--- src/rtl/image_stream_controller.sv ---
// image_stream_controller
// Captures one image from an upstream pixel source into a local buffer,
// replays it to the regnet core as LANES-wide beats framed by image_ready,
// then waits for regnet's label strobe (or a timeout) and hands the outcome
// to a downstream consumer over a valid/ready result port.
//
// Ports
//   clock, reset       system clock, synchronous active-high reset
//   flush              synchronous abort back to LOAD (buffer kept)
//   pixel_in/valid     upstream pixel stream; pixel_ready while loading
//   image_ready/pixels regnet stream frame and current beat
//   label/label_ready  regnet argmax result and its strobe
//   result_*           captured label / timeout flag, valid/ready handshake
//   busy               anything other than an idle, empty LOAD
module image_stream_controller #(
    parameter  int unsigned INTEGER_WIDTH  = 16,
    parameter  int unsigned FRACTION_WIDTH = 16,
    parameter  int unsigned NUM_PIXELS     = 10,
    parameter  int unsigned LANES          = 1,
    parameter  int unsigned NUM_CLASSES    = 10,
    parameter  int unsigned TIMEOUT_CYCLES = 1024,
    localparam int unsigned PW             = INTEGER_WIDTH + FRACTION_WIDTH,
    localparam int unsigned LW             = (NUM_CLASSES > 1) ? $clog2(NUM_CLASSES) : 1
) (
    input  logic                 clock,
    input  logic                 reset,
    input  logic                 flush,
    input  logic signed [PW-1:0] pixel_in,
    input  logic                 pixel_valid,
    output logic                 pixel_ready,
    output logic                 image_ready,
    output logic signed [PW-1:0] pixels [LANES],
    input  logic        [LW-1:0] label,
    input  logic                 label_ready,
    output logic        [LW-1:0] result_label,
    output logic                 result_timeout,
    output logic                 result_valid,
    input  logic                 result_ready,
    output logic                 busy
);

    localparam int unsigned NB  = (NUM_PIXELS + LANES - 1) / LANES;
    localparam int unsigned PCW = $clog2(NUM_PIXELS + 1);
    localparam int unsigned BCW = $clog2(NB + 1);
    localparam int unsigned TCW = $clog2(TIMEOUT_CYCLES + 1);
    localparam int unsigned AW  = (NUM_PIXELS > 1) ? $clog2(NUM_PIXELS) : 1;

    typedef enum logic [1:0] {
        S_LOAD   = 2'd0,
        S_STREAM = 2'd1,
        S_WAIT   = 2'd2,
        S_DONE   = 2'd3
    } state_t;

    state_t                r_state;
    logic        [PCW-1:0] r_pcnt;
    logic        [BCW-1:0] r_bcnt;
    logic        [TCW-1:0] r_tcnt;
    logic signed [PW-1:0]  r_buf [NUM_PIXELS];
    logic                  r_image_ready;
    logic signed [PW-1:0]  r_pixels [LANES];
    logic        [LW-1:0]  r_result_label;
    logic                  r_result_timeout;
    logic                  r_result_valid;

    logic                  w_accept;
    logic                  w_last;
    logic        [BCW-1:0] w_beat_sel;
    logic signed [PW-1:0]  w_beat [LANES];

    assign w_accept   = (r_state == S_LOAD) && pixel_valid;
    assign w_last     = w_accept && (r_pcnt == PCW'(NUM_PIXELS - 1));
    // While loading, the only beat we ever need next is beat 0.
    assign w_beat_sel = (r_state == S_LOAD) ? '0 : r_bcnt;

    // Beat assembly with zero padding; the pixel being written on the final
    // accept is forwarded so a single-beat image is complete on entry.
    always_comb begin
        for (int unsigned i = 0; i < LANES; i++) begin
            int unsigned idx;
            idx       = 32'(w_beat_sel) * LANES + i;
            w_beat[i] = '0;
            if (idx < NUM_PIXELS) begin
                if ((r_state == S_LOAD) && (idx == NUM_PIXELS - 1))
                    w_beat[i] = pixel_in;
                else
                    w_beat[i] = r_buf[AW'(idx)];
            end
        end
    end

    // Image buffer: cleared by reset only, a flush leaves it intact.
    always_ff @(posedge clock) begin
        if (reset) begin
            for (int unsigned i = 0; i < NUM_PIXELS; i++)
                r_buf[i] <= '0;
        end else if (!flush && w_accept) begin
            r_buf[AW'(r_pcnt)] <= pixel_in;
        end
    end

    // Control FSM with registered stream/result outputs.
    always_ff @(posedge clock) begin
        if (reset || flush) begin
            r_state          <= S_LOAD;
            r_pcnt           <= '0;
            r_bcnt           <= '0;
            r_tcnt           <= '0;
            r_image_ready    <= 1'b0;
            r_result_label   <= '0;
            r_result_timeout <= 1'b0;
            r_result_valid   <= 1'b0;
            for (int unsigned i = 0; i < LANES; i++)
                r_pixels[i] <= '0;
        end else begin
            case (r_state)
                S_LOAD: begin
                    if (w_last) begin
                        r_pcnt        <= '0;
                        r_bcnt        <= BCW'(1);
                        r_image_ready <= 1'b1;
                        r_pixels      <= w_beat;
                        r_state       <= S_STREAM;
                    end else if (w_accept) begin
                        r_pcnt <= r_pcnt + 1'b1;
                    end
                end
                S_STREAM: begin
                    // r_bcnt is the index of the beat to present next.
                    if (r_bcnt == BCW'(NB)) begin
                        r_image_ready <= 1'b0;
                        r_bcnt        <= '0;
                        r_tcnt        <= '0;
                        r_state       <= S_WAIT;
                        for (int unsigned i = 0; i < LANES; i++)
                            r_pixels[i] <= '0;
                    end else begin
                        r_pixels <= w_beat;
                        r_bcnt   <= r_bcnt + 1'b1;
                    end
                end
                S_WAIT: begin
                    // A label on the final cycle beats the timeout.
                    if (label_ready) begin
                        r_result_label   <= label;
                        r_result_timeout <= 1'b0;
                        r_result_valid   <= 1'b1;
                        r_tcnt           <= '0;
                        r_state          <= S_DONE;
                    end else if (r_tcnt == TCW'(TIMEOUT_CYCLES - 1)) begin
                        r_result_label   <= '0;
                        r_result_timeout <= 1'b1;
                        r_result_valid   <= 1'b1;
                        r_tcnt           <= '0;
                        r_state          <= S_DONE;
                    end else begin
                        r_tcnt <= r_tcnt + 1'b1;
                    end
                end
                S_DONE: begin
                    if (result_ready) begin
                        r_result_valid <= 1'b0;
                        r_state        <= S_LOAD;
                    end
                end
                default: r_state <= S_LOAD;
            endcase
        end
    end

    assign pixel_ready    = (r_state == S_LOAD);
    assign busy           = (r_state != S_LOAD) || (r_pcnt != '0);
    assign image_ready    = r_image_ready;
    assign pixels         = r_pixels;
    assign result_label   = r_result_label;
    assign result_timeout = r_result_timeout;
    assign result_valid   = r_result_valid;

endmodule

--- config.mk ---
export PLATFORM = sky130hd
export DESIGN_NAME = image_stream_controller
export DESIGN_NICKNAME = d
export VERILOG_FILES = /design/src/rtl/image_stream_controller.sv
export SDC_FILE = /design/constraint.sdc
export NUM_CORES = 1
export LEC_CHECK = 0
export ABC_AREA = 0
export BUFFER_PORTS_ARGS = -buffer_cell sky130_fd_sc_hd__buf_4
export CELL_PAD_IN_SITES_DETAIL_PLACEMENT = 0
export CELL_PAD_IN_SITES_GLOBAL_PLACEMENT = 1
export CORE_ASPECT_RATIO = 0.75
export CORE_MARGIN = 2
export CORE_UTILIZATION = 53
export CTS_CLUSTER_DIAMETER = 80
export CTS_CLUSTER_SIZE = 12
export DETAILED_ROUTE_END_ITERATION = 10
export PLACE_DENSITY_LB_ADDON = 0.1
export SLEW_MARGIN = 20
export SYNTH_ARGS = -nofsm -noshare
export SYNTH_HDL_FRONTEND = slang
export SYNTH_SLANG_ARGS = --single-unit
--- constraint.sdc ---
create_clock -name clock -period 9.25 [get_ports clock]
set_input_delay 1.3875 -clock clock [delete_from_list [all_inputs] [get_ports clock]]
set_output_delay 1.3875 -clock clock [all_outputs]
set_load 0.1 [all_outputs]
==> results of run 1 <==
==> area by class of cell <==
type / instances / area, sq um / area share (%)
inverters: 42 / 158 / 0.796
clock inverters: 3 / 28.8 / 0.145
flip-flops and latches: 406 / 11600 / 58.5
clock buffers: 69 / 1110 / 5.61
multi-input cells: 884 / 5510 / 27.8
well taps: 442 / 553 / 2.79
repair buffers: 113 / 848 / 4.28
==> cells by family after synthesis <==
group                    Yosys count
AO/OA/AOI/OAI                    231
buffers and inverters            149
XOR/XNOR                           2
flip-flops                       406
multiplexers                      55
AND/OR/NAND/NOR                  585
adder cells (fa/ha/maj)           11
==> power breakdown <==
part / internal (mW) / switching [mW]
sequential: 2.03 / 0.0158
clock: 0.814 / 0.682
combinational: 0.0287 / 0.0848
==> how the worst min path moves through the flow <==
| stage | endpoint | slack (ps) | cells after the start |
|---|---|---|---|
| finish | r_tcnt[10] | 450 | 2 |
| global route | r_tcnt[10] | 480 | 2 |
| CTS | r_tcnt[10] | 460 | 2 |
| detailed placement | r_tcnt[10] | 450 | 2 |
| global placement | r_tcnt[10] | 440 | 2 |
| floorplan | r_tcnt[10] | 420 | 2 |
==> synthesized netlist by cell type, types with 3 or more instances <==
cell type	instances	area, sq um
a2111oi_0	37	324
a2111oi_1	6	60.1
a211oi_1	17	128
a21oi_1	14	70.1
a221o_1	15	150
a221oi_1	13	114
a31o_1	12	105
a31o_2	7	61.3
a31oi_1	8	50.1
a32o_1	4	40.0
a32oi_1	36	315
and2_1	66	413
and3b_1	57	499
buf_1	3	11.3
buf_2	31	155
buf_4	6	45.0
buf_6	10	113
clkbuf_1	57	214
dfxtp_1	60	1200
edfxtp_1	346	10400
ha_1	11	138
inv_1	42	158
mux2i_1	55	551
nand2_1	139	522
nand2b_1	7	43.8
nand3_1	14	70.1
nand4_1	5	31.3
nand4b_1	3	26.3
nor2_1	237	890
nor2_2	4	25.0
nor2b_1	6	37.5
nor3_1	5	25.0
nor4_1	15	93.8
o21ai_0	35	175
o2bb2ai_1	18	158
or2_2	5	31.3
or3_1	4	25.0
or4_1	5	37.5
==> through the flow <==
step / utilization, % / cells / setup WS [ps] / power, mW
2_1_floorplan: - / 1439 / 3610 / 2.14
3_3_place_gp: 57.1 / 1887 / 5050 / 2.20
3_5_place_dp: 57.1 / 1887 / 4990 / 2.20
4_1_cts: 60.6 / 1959 / 5140 / 3.67
5_1_grt: 60.6 / 1959 / 4950 / 3.76
6_report: 60.6 / 1959 / 5240 / 3.66
==> state kept, by name, indices dropped and copies added, names as in the netlist <==
register        cells
image_ready         1
pixels             32
r_bcnt              4
r_buf             346
r_pcnt              4
r_state             2
r_tcnt             11
result_label        4
result_timeout      1
result_valid        1
==> critical path, cell delays in order, from the launching register on <==
cell and delay, ps:
dfxtp_1 330, inv_1 120, ha_2 180, buf_4 600, nand4bb_1 480, or4_1 590
buf_4 290, nand2_1 640, buf_4 430
==> layout by cell type (no fill, tap or decap), types with 37 or more instances in the layout <==
cell	n
edfxtp_1	346
nor2_1	236
nand2_1	139
buf_4	113
and2_1	66
dfxtp_1	59
and3b_1	57
mux2i_1	55
inv_1	42
clkbuf_16	40
a2111oi_0	37
==> metal layers <==
metal	share of wire [%]	global-route usage (%)	routed length [microns]	vias to the layer above
met4	1.7	6.55	794	0
met1	46	39.8	21300	5908
li1	-	-	-	5412
met5	0	0	0	-
met2	45	41.0	20600	490
met3	7.4	4.67	3400	62
==> results.cfg, run 1 <==
[worst_setup_path]
startpoint_type = register
endpoint = r_buf[2][23]
crit_start = r_state[0]
r2r-end = r_buf[2][23]
r2r-start = r_state[0]
critical_path_class = reg2reg
r2r_slack_ps = 5240
worstPathArrival_ps = 4230
critPathCaptureType = register
cp.required_ps = 9470
worstPathMaxFanout = 74
rr_worst_depth = 8

[clock_tree]
post_cts_buffers = 0
path_clk_slew_ps = 60
cts_root_buf = clkbuf_16
cts_tree = built
cts_buffers = 39
hold_buffers = 0
clock-sinks = 406
clockBufferDepth = 3
cts_resized = 0
clkLatencyLatePin_ps = 560
cts-htree-levels = 2

[floorplan]
fp.dieW_microns = 215
start_util_pct = 54.3
die_area_sq_um = 35000
fp.coreArea_sq_um = 32700
rows = 57
die_y_microns = 162
io_pins = 83

[synthesis]
ys_warn_count = 0
synthXorXnorAreaFrac_pct = 0.0987
yosysUniqueCellTypes = 58
synth-simple-area-share_pct = 16.4
synth_area_sq_um = 17700
synth.avg_cell_area_sq_um = 12.3
synth-compound-area-share_pct = 10.3
synth_top_family_by_area = simple AND/OR/NAND/NOR gates
synthArstFlopShare_pct = 0
syn_inst = 1439
synth.mux.area_fraction_pct = 3.10
synth_fa_ha_area_share_pct = 0.776
ys_ff_latch = 406
ys_seq_area_share_pct = 65.3
synth_edf_count = 346
synthesis.nets = 1492
synthFlopType = edfxtp_1

[global_routing]
grt_pass1_wl_mm = 71.2
grt_pass1_vias = 11900
grt-ovfl-total = 0
grt_usage_pct = 26.7
grt_antenna_before_repair = 0
grt_max_degree = 94

[timing]
fin_setup_tns_ps = 0
worst_slew_pin_slew_ps = 1110
hold_violations = 0
min_period_ps = 4010
finalSetupViolations = 0
slew_headroom_pct = 25.8
post-route-period-util_pct = 43.3
finClkSkew_ps = 26.6
drv_slew = 0
rsz0062_at_grt = false
fmaxAchievable_mhz = 249
whs_ps = 451

[power]
p_leak_nw = 7.14
p_per_area_nw_per_um2 = 185
ir_drop_v = 0.000139

[place]
io_buffers = 82
dp_hpwl_mm = 26.9
place_area_sq_um = 18700
gp_congestion = 0.815

[flow_run]
max_cap_viol_count = 0

[route]
ant_nets = 0
wl_per_cell_microns = 23.5
drt_iter0_drc = 1178
vias = 11900
totalWireLength_mm = 46.1
drt_pass1_iterations = 8
drc = 0
via_per_inst = 6.06

[status]
outcome = complete, no violations

[layout]
drive_above_1_share_pct = 12.3
design_area_sq_um = 19800
fillers = 2683
syn2layout_area_growth_pct = 11.6
antenna_cells = 0
nNetsFinal = 1539

[worst_hold_path]
hp-start = r_tcnt[10]
min-delay-path-class = reg2reg
Note: power is estimated with default switching activity, not from simulation.
==> run 2, diff against run 1 <==
--- a/config.mk
+++ b/config.mk
@@ -11,7 +11,7 @@
 export CELL_PAD_IN_SITES_GLOBAL_PLACEMENT = 1
 export CORE_ASPECT_RATIO = 0.75
 export CORE_MARGIN = 2
-export CORE_UTILIZATION = 53
+export CORE_UTILIZATION = 44
 export CTS_CLUSTER_DIAMETER = 80
 export CTS_CLUSTER_SIZE = 12
 export DETAILED_ROUTE_END_ITERATION = 10
==> constraint.sdc (replaced) <==
create_clock -name clock -period 3.3 [get_ports clock]
set_input_delay 0.495 -clock clock [delete_from_list [all_inputs] [get_ports clock]]
set_output_delay 0.495 -clock clock [all_outputs]
set_load 0.1 [all_outputs]
==> run 2 against run 1 <==
Register-to-register slack lost 4700 ps. Die area grew 20%. Clock skew shrank 7.2 ps. Worst hold slack lost 280 ps. Combinational power grew to 3.1 times the previous value. Fmax grew 46%.
==> results.cfg, run 2 (synthesized netlist as in run 1, its figures left out) <==
[status]
outcome = complete, no violations

[timing]
worst_slew_pin_slew_ps = 1100
fin_setup_tns_ps = 0
slew_headroom_pct = 26.4
rsz0062_at_grt = false
finClkSkew_ps = 19.3
min_period_ps = 2740
hold_violations = 0
fmaxAchievable_mhz = 365
post-route-period-util_pct = 83.0
drv_slew = 0
finalSetupViolations = 0

[route]
ant_nets = 0
drc = 0
drt_iter0_drc = 1146
drt_pass1_iterations = 5
wl_per_cell_microns = 24.4
totalWireLength_mm = 50.0
via_per_inst = 5.82
vias = 11900

[power]
p_leak_nw = 7.26
p_per_area_nw_per_um2 = 509
ir_drop_v = 0.000316

[clock_tree]
clock-sinks = 406
cts_root_buf = clkbuf_16
path_clk_slew_ps = 60
cts_resized = 0
clockBufferDepth = 3
clkLatencyLatePin_ps = 530
cts-htree-levels = 2
cts_buffers = 39
cts_tree = built
hold_buffers = 0
post_cts_buffers = 0

[layout]
antenna_cells = 0
top_register = r_buf
largest_reg_flops = 346
nNetsFinal = 1553
syn2layout_area_growth_pct = 13.7
design_area_sq_um = 20200
drive_above_1_share_pct = 13.4
final_cell_mix = edfxtp_1, nor2_1, nand2_1, buf_4, and2_1
mostFrequentLayoutCell = edfxtp_1

[place]
dp_hpwl_mm = 27.7
io_buffers = 82
place_area_sq_um = 19000
gp_congestion = 0.746

[global_routing]
grt_pass1_vias = 11800
met3_usage_pct = 4.09
grt_use_met2_pct = 35.8
use_met1_pct = 36.6
grt_max_degree = 49
grt_antenna_before_repair = 0
grt_pass1_wl_mm = 75.2
grt_usage_pct = 24.0
grt-ovfl-total = 0
top_usage_layer = met1

[floorplan]
die_y_microns = 178
rows = 63
die_area_sq_um = 42000
io_pins = 83
fp.dieW_microns = 236
start_util_pct = 44.7
fp.coreArea_sq_um = 39600

[worst_setup_path]
worstPathMaxFanout = 42
critPathCaptureType = register
rr_worst_depth = 7
startpoint_type = register
critical_path_class = reg2reg
worstPathArrival_ps = 3150
cp.required_ps = 3710

[worst_hold_path]
hold_depth = 2
min-delay-path-class = in2reg

[flow_run]
max_cap_viol_count = 0
-- run 2: cell count changes in the layout (fill, tap and decap cells not counted), moves of 2 or more --
cell      delta
buf_12      +12
clkbuf_1     -3
buf_4        +2
nand2_1      -2
nand2_2      +2
-- run 2: final timing paths --
path | end | from | slack (ps)
hold reg to reg | r_tcnt[10] | r_tcnt[10] | 450
setup reg to reg | pixels[12] | r_state[0] | 560
setup / recovery | pixels[12] | r_state[0] | 560
hold / removal | result_label[0] | label[0] | 170
-- run 2: per-stage QoR --
step | utilization [%] | cells | setup slack (ps) | total power, mW | hold WS [ps]
after CTS | 50.9 | 2047 | 626 | 10.3 | 151
after global routing | 50.9 | 2047 | 401 | 10.6 | 165
after global placement | 48.0 | 1979 | 660 | 6.19 | 432
after detailed placement | 48.0 | 1979 | 654 | 6.20 | 444
after floorplan | - | 1439 | 51.2 | 5.99 | 421
final | 50.9 | 2047 | 559 | 10.3 | 170
-- run 2: worst max-delay path, cell delays in order, from the launching register on --
cell and delay [ps]:
dfxtp_1 380, inv_1 100, ha_2 280, nand2b_4 370, buf_12 300, a2111oi_0 600, nor4_1 180, a221o_1 360
-- run 2: report_power, final --
group / switching (mW) / leakage (nW) / total (mW) / internal, mW
combinational: 0.256 / 2.71 / 0.353 / 0.0972
sequential: 0.0403 / 4.01 / 5.73 / 5.69
clock: 1.87 / 0.538 / 4.17 / 2.30
-- run 2: final cells by class --
type / instances / area [sq um]
Fill cell: 3532 / 19500
Sequential cell: 406 / 11600
Multi-Input combinational cell: 884 / 5530
Clock buffer: 67 / 1120
Timing Repair Buffer: 127 / 1100
Tap cell: 520 / 651
Inverter: 42 / 158
Clock inverter: 1 / 3.75
-- run 2: routing by layer --
metal  vias up  wire length [microns]
met2       404                  21800
met4         0                    812
met3        68                   3460
met1      5988                  23900
li1       5451                      -
met5         -                      0
==> run 3, diff against run 2 <==
--- a/config.mk
+++ b/config.mk
@@ -11,7 +11,7 @@
 export CELL_PAD_IN_SITES_GLOBAL_PLACEMENT = 1
 export CORE_ASPECT_RATIO = 0.75
 export CORE_MARGIN = 2
-export CORE_UTILIZATION = 44
+export CORE_UTILIZATION = 49
 export CTS_CLUSTER_DIAMETER = 80
 export CTS_CLUSTER_SIZE = 12
 export DETAILED_ROUTE_END_ITERATION = 10
==> constraint.sdc (replaced) <==
create_clock -name clock -period 2.8 [get_ports clock]
set_input_delay 0.42 -clock clock [delete_from_list [all_inputs] [get_ports clock]]
set_output_delay 0.42 -clock clock [all_outputs]
set_load 0.1 [all_outputs]
==> run 3 against run 2 <==
Setup slack got worse by 280 ps. Critical path depth did not move. Cell count fell by 1.8%. Clock-buffer cell count rose by 2. Clock power rose by 19%. Combinational power rose by 17%. Fmax rose by 8.7%. Flip-flop and latch count did not move. Global-route usage rose by 1.8 points. Sequential power rose by 18%. Utilization rose by 5.9 points.
==> results.cfg, run 3 (synthesized netlist as in run 1, its figures left out) <==
[global_routing]
grt_pass1_wl_mm = 73.1
grt_usage_pct = 25.8
grt_max_degree = 58
grt-ovfl-total = 0
grt_pass1_vias = 11800
grt_antenna_before_repair = 0

[route]
ant_nets = 0
drc = 0
drt_pass1_iterations = 8
vias = 12000
via_per_inst = 5.94
totalWireLength_mm = 48.2
wl_per_cell_microns = 24.0
drt_iter0_drc = 1194

[clock_tree]
cts-htree-levels = 2
clockBufferDepth = 3
post_cts_buffers = 0
cts_tree = built
clock-sinks = 406
cts_buffers = 39
clkLatencyLatePin_ps = 540
hold_buffers = 0
cts_root_buf = clkbuf_16
path_clk_slew_ps = 60
cts_resized = 0

[timing]
fmaxAchievable_mhz = 397
rsz0062_at_grt = false
drv_slew = 0
finClkSkew_ps = 12.9
post-route-period-util_pct = 90.1
hold_violations = 0
min_period_ps = 2520
worst_slew_pin_slew_ps = 856
finalSetupViolations = 0
slew_headroom_pct = 42.9

[floorplan]
fp.dieW_microns = 224
rows = 60
io_pins = 83
die_area_sq_um = 37800
fp.coreArea_sq_um = 35700
start_util_pct = 49.6
die_y_microns = 169

[status]
outcome = complete, no violations

[worst_hold_path]
min-delay-path-class = in2reg

[worst_setup_path]
crit_chain = inv_2 > ha_4 > buf_4 > and3b_1 > a2111oi_0 > nor4_1 > a221o_1
worstPathMaxFanout = 41
critical_path_class = reg2reg
cpLargestDelayFamily = compound AO/OA/AOI/OAI gates
r2r_slack_ps = 280
cpPeakStageDelay_ps = 520
worstPathArrival_ps = 2950
worst-path-buf-inv = 2
critPathCaptureType = register
cp_slowest_cell = a2111oi_0
cp.required_ps = 3230
startpoint_type = register

[power]
ir_drop_v = 0.000346
p_per_area_nw_per_um2 = 598
p_leak_nw = 7.36

[layout]
design_area_sq_um = 20300
final_cell_mix = edfxtp_1, nor2_1, nand2_1, buf_4, and2_1
nNetsFinal = 1571
drive_above_1_share_pct = 14.7
top_register = r_buf
antenna_cells = 0
finish.utilization_pct = 56.7
largest_reg_flops = 346
stdcell_count = 2011
mostFrequentLayoutCell = edfxtp_1
syn2layout_area_growth_pct = 14.2

[place]
gp_congestion = 0.798
place_area_sq_um = 19100
io_buffers = 82
dp_hpwl_mm = 27.7
dp_cells = 1942

[flow_run]
max_cap_viol_count = 0
## run 3: changes by cell type in the layout (fill, tap and decap cells not counted), moves of 2 or more
| cell | delta |
|---|---|
| dfxtp_2 | +2 |
| nand2_2 | +3 |
| inv_2 | +2 |
| inv_1 | -2 |
| nand2_1 | -3 |
| dfxtp_1 | -2 |
| buf_4 | +17 |
## run 3: through the flow
stage | setup TNS [ps] | hold slack, ps | total power, mW | setup slack [ps]
3_5_place_dp | 0 | 439 | 7.30 | 269
5_1_grt | 0 | 90.4 | 12.5 | 49.3
6_report | 0 | 92.6 | 12.1 | 278
3_3_place_gp | 0 | 444 | 7.29 | 271
4_1_cts | 0 | 74.6 | 12.2 | 245
2_1_floorplan | -963 | 421 | 7.06 | -30.1
## run 3: path summary, 6_finish.rpt
path / cells past startpoint / end / from
setup reg to reg: 7 / pixels[15] / r_state[1]
hold reg to reg: 2 / r_tcnt[10] / r_tcnt[10]
setup / recovery: 7 / pixels[15] / r_state[1]
hold / removal: 2 / result_label[2] / label[2]
## run 3: worst reg2reg max path, cell delays in order, from the launching register on
cell and delay (ps):
dfxtp_2 340, inv_2 90, ha_4 280, buf_4 430, and3b_1 250, a2111oi_0 520, nor4_1 160, a221o_1 350
## run 3: report_power, final
part	total, mW	internal, mW	switching [mW]
logic	0.413	0.118	0.295
clock network	4.96	2.75	2.21
registers	6.75	6.71	0.0461
total	12.1	9.57	2.55
## run 3: area by class of cell
class                      instances  area, sq um
clock buffer                      69         1140
timing repair buffer             145         1250
tap                              465          582
multi-input combinational        884         5540
inverter                          42          158
sequential                       406        11600
fill                            2986        15500
## run 3: layer usage
metal | vias up | wire length, microns | GRT usage (%) | share of wire (%)
met1 | 5940 | 22700 | 39.8 | 47
met5 | - | 0 | 0 | 0
met3 | 63 | 3290 | 3.35 | 6.8
met4 | 0 | 955 | 6.29 | 2.0
li1 | 5490 | - | - | -
met2 | 459 | 21200 | 38.7 | 44
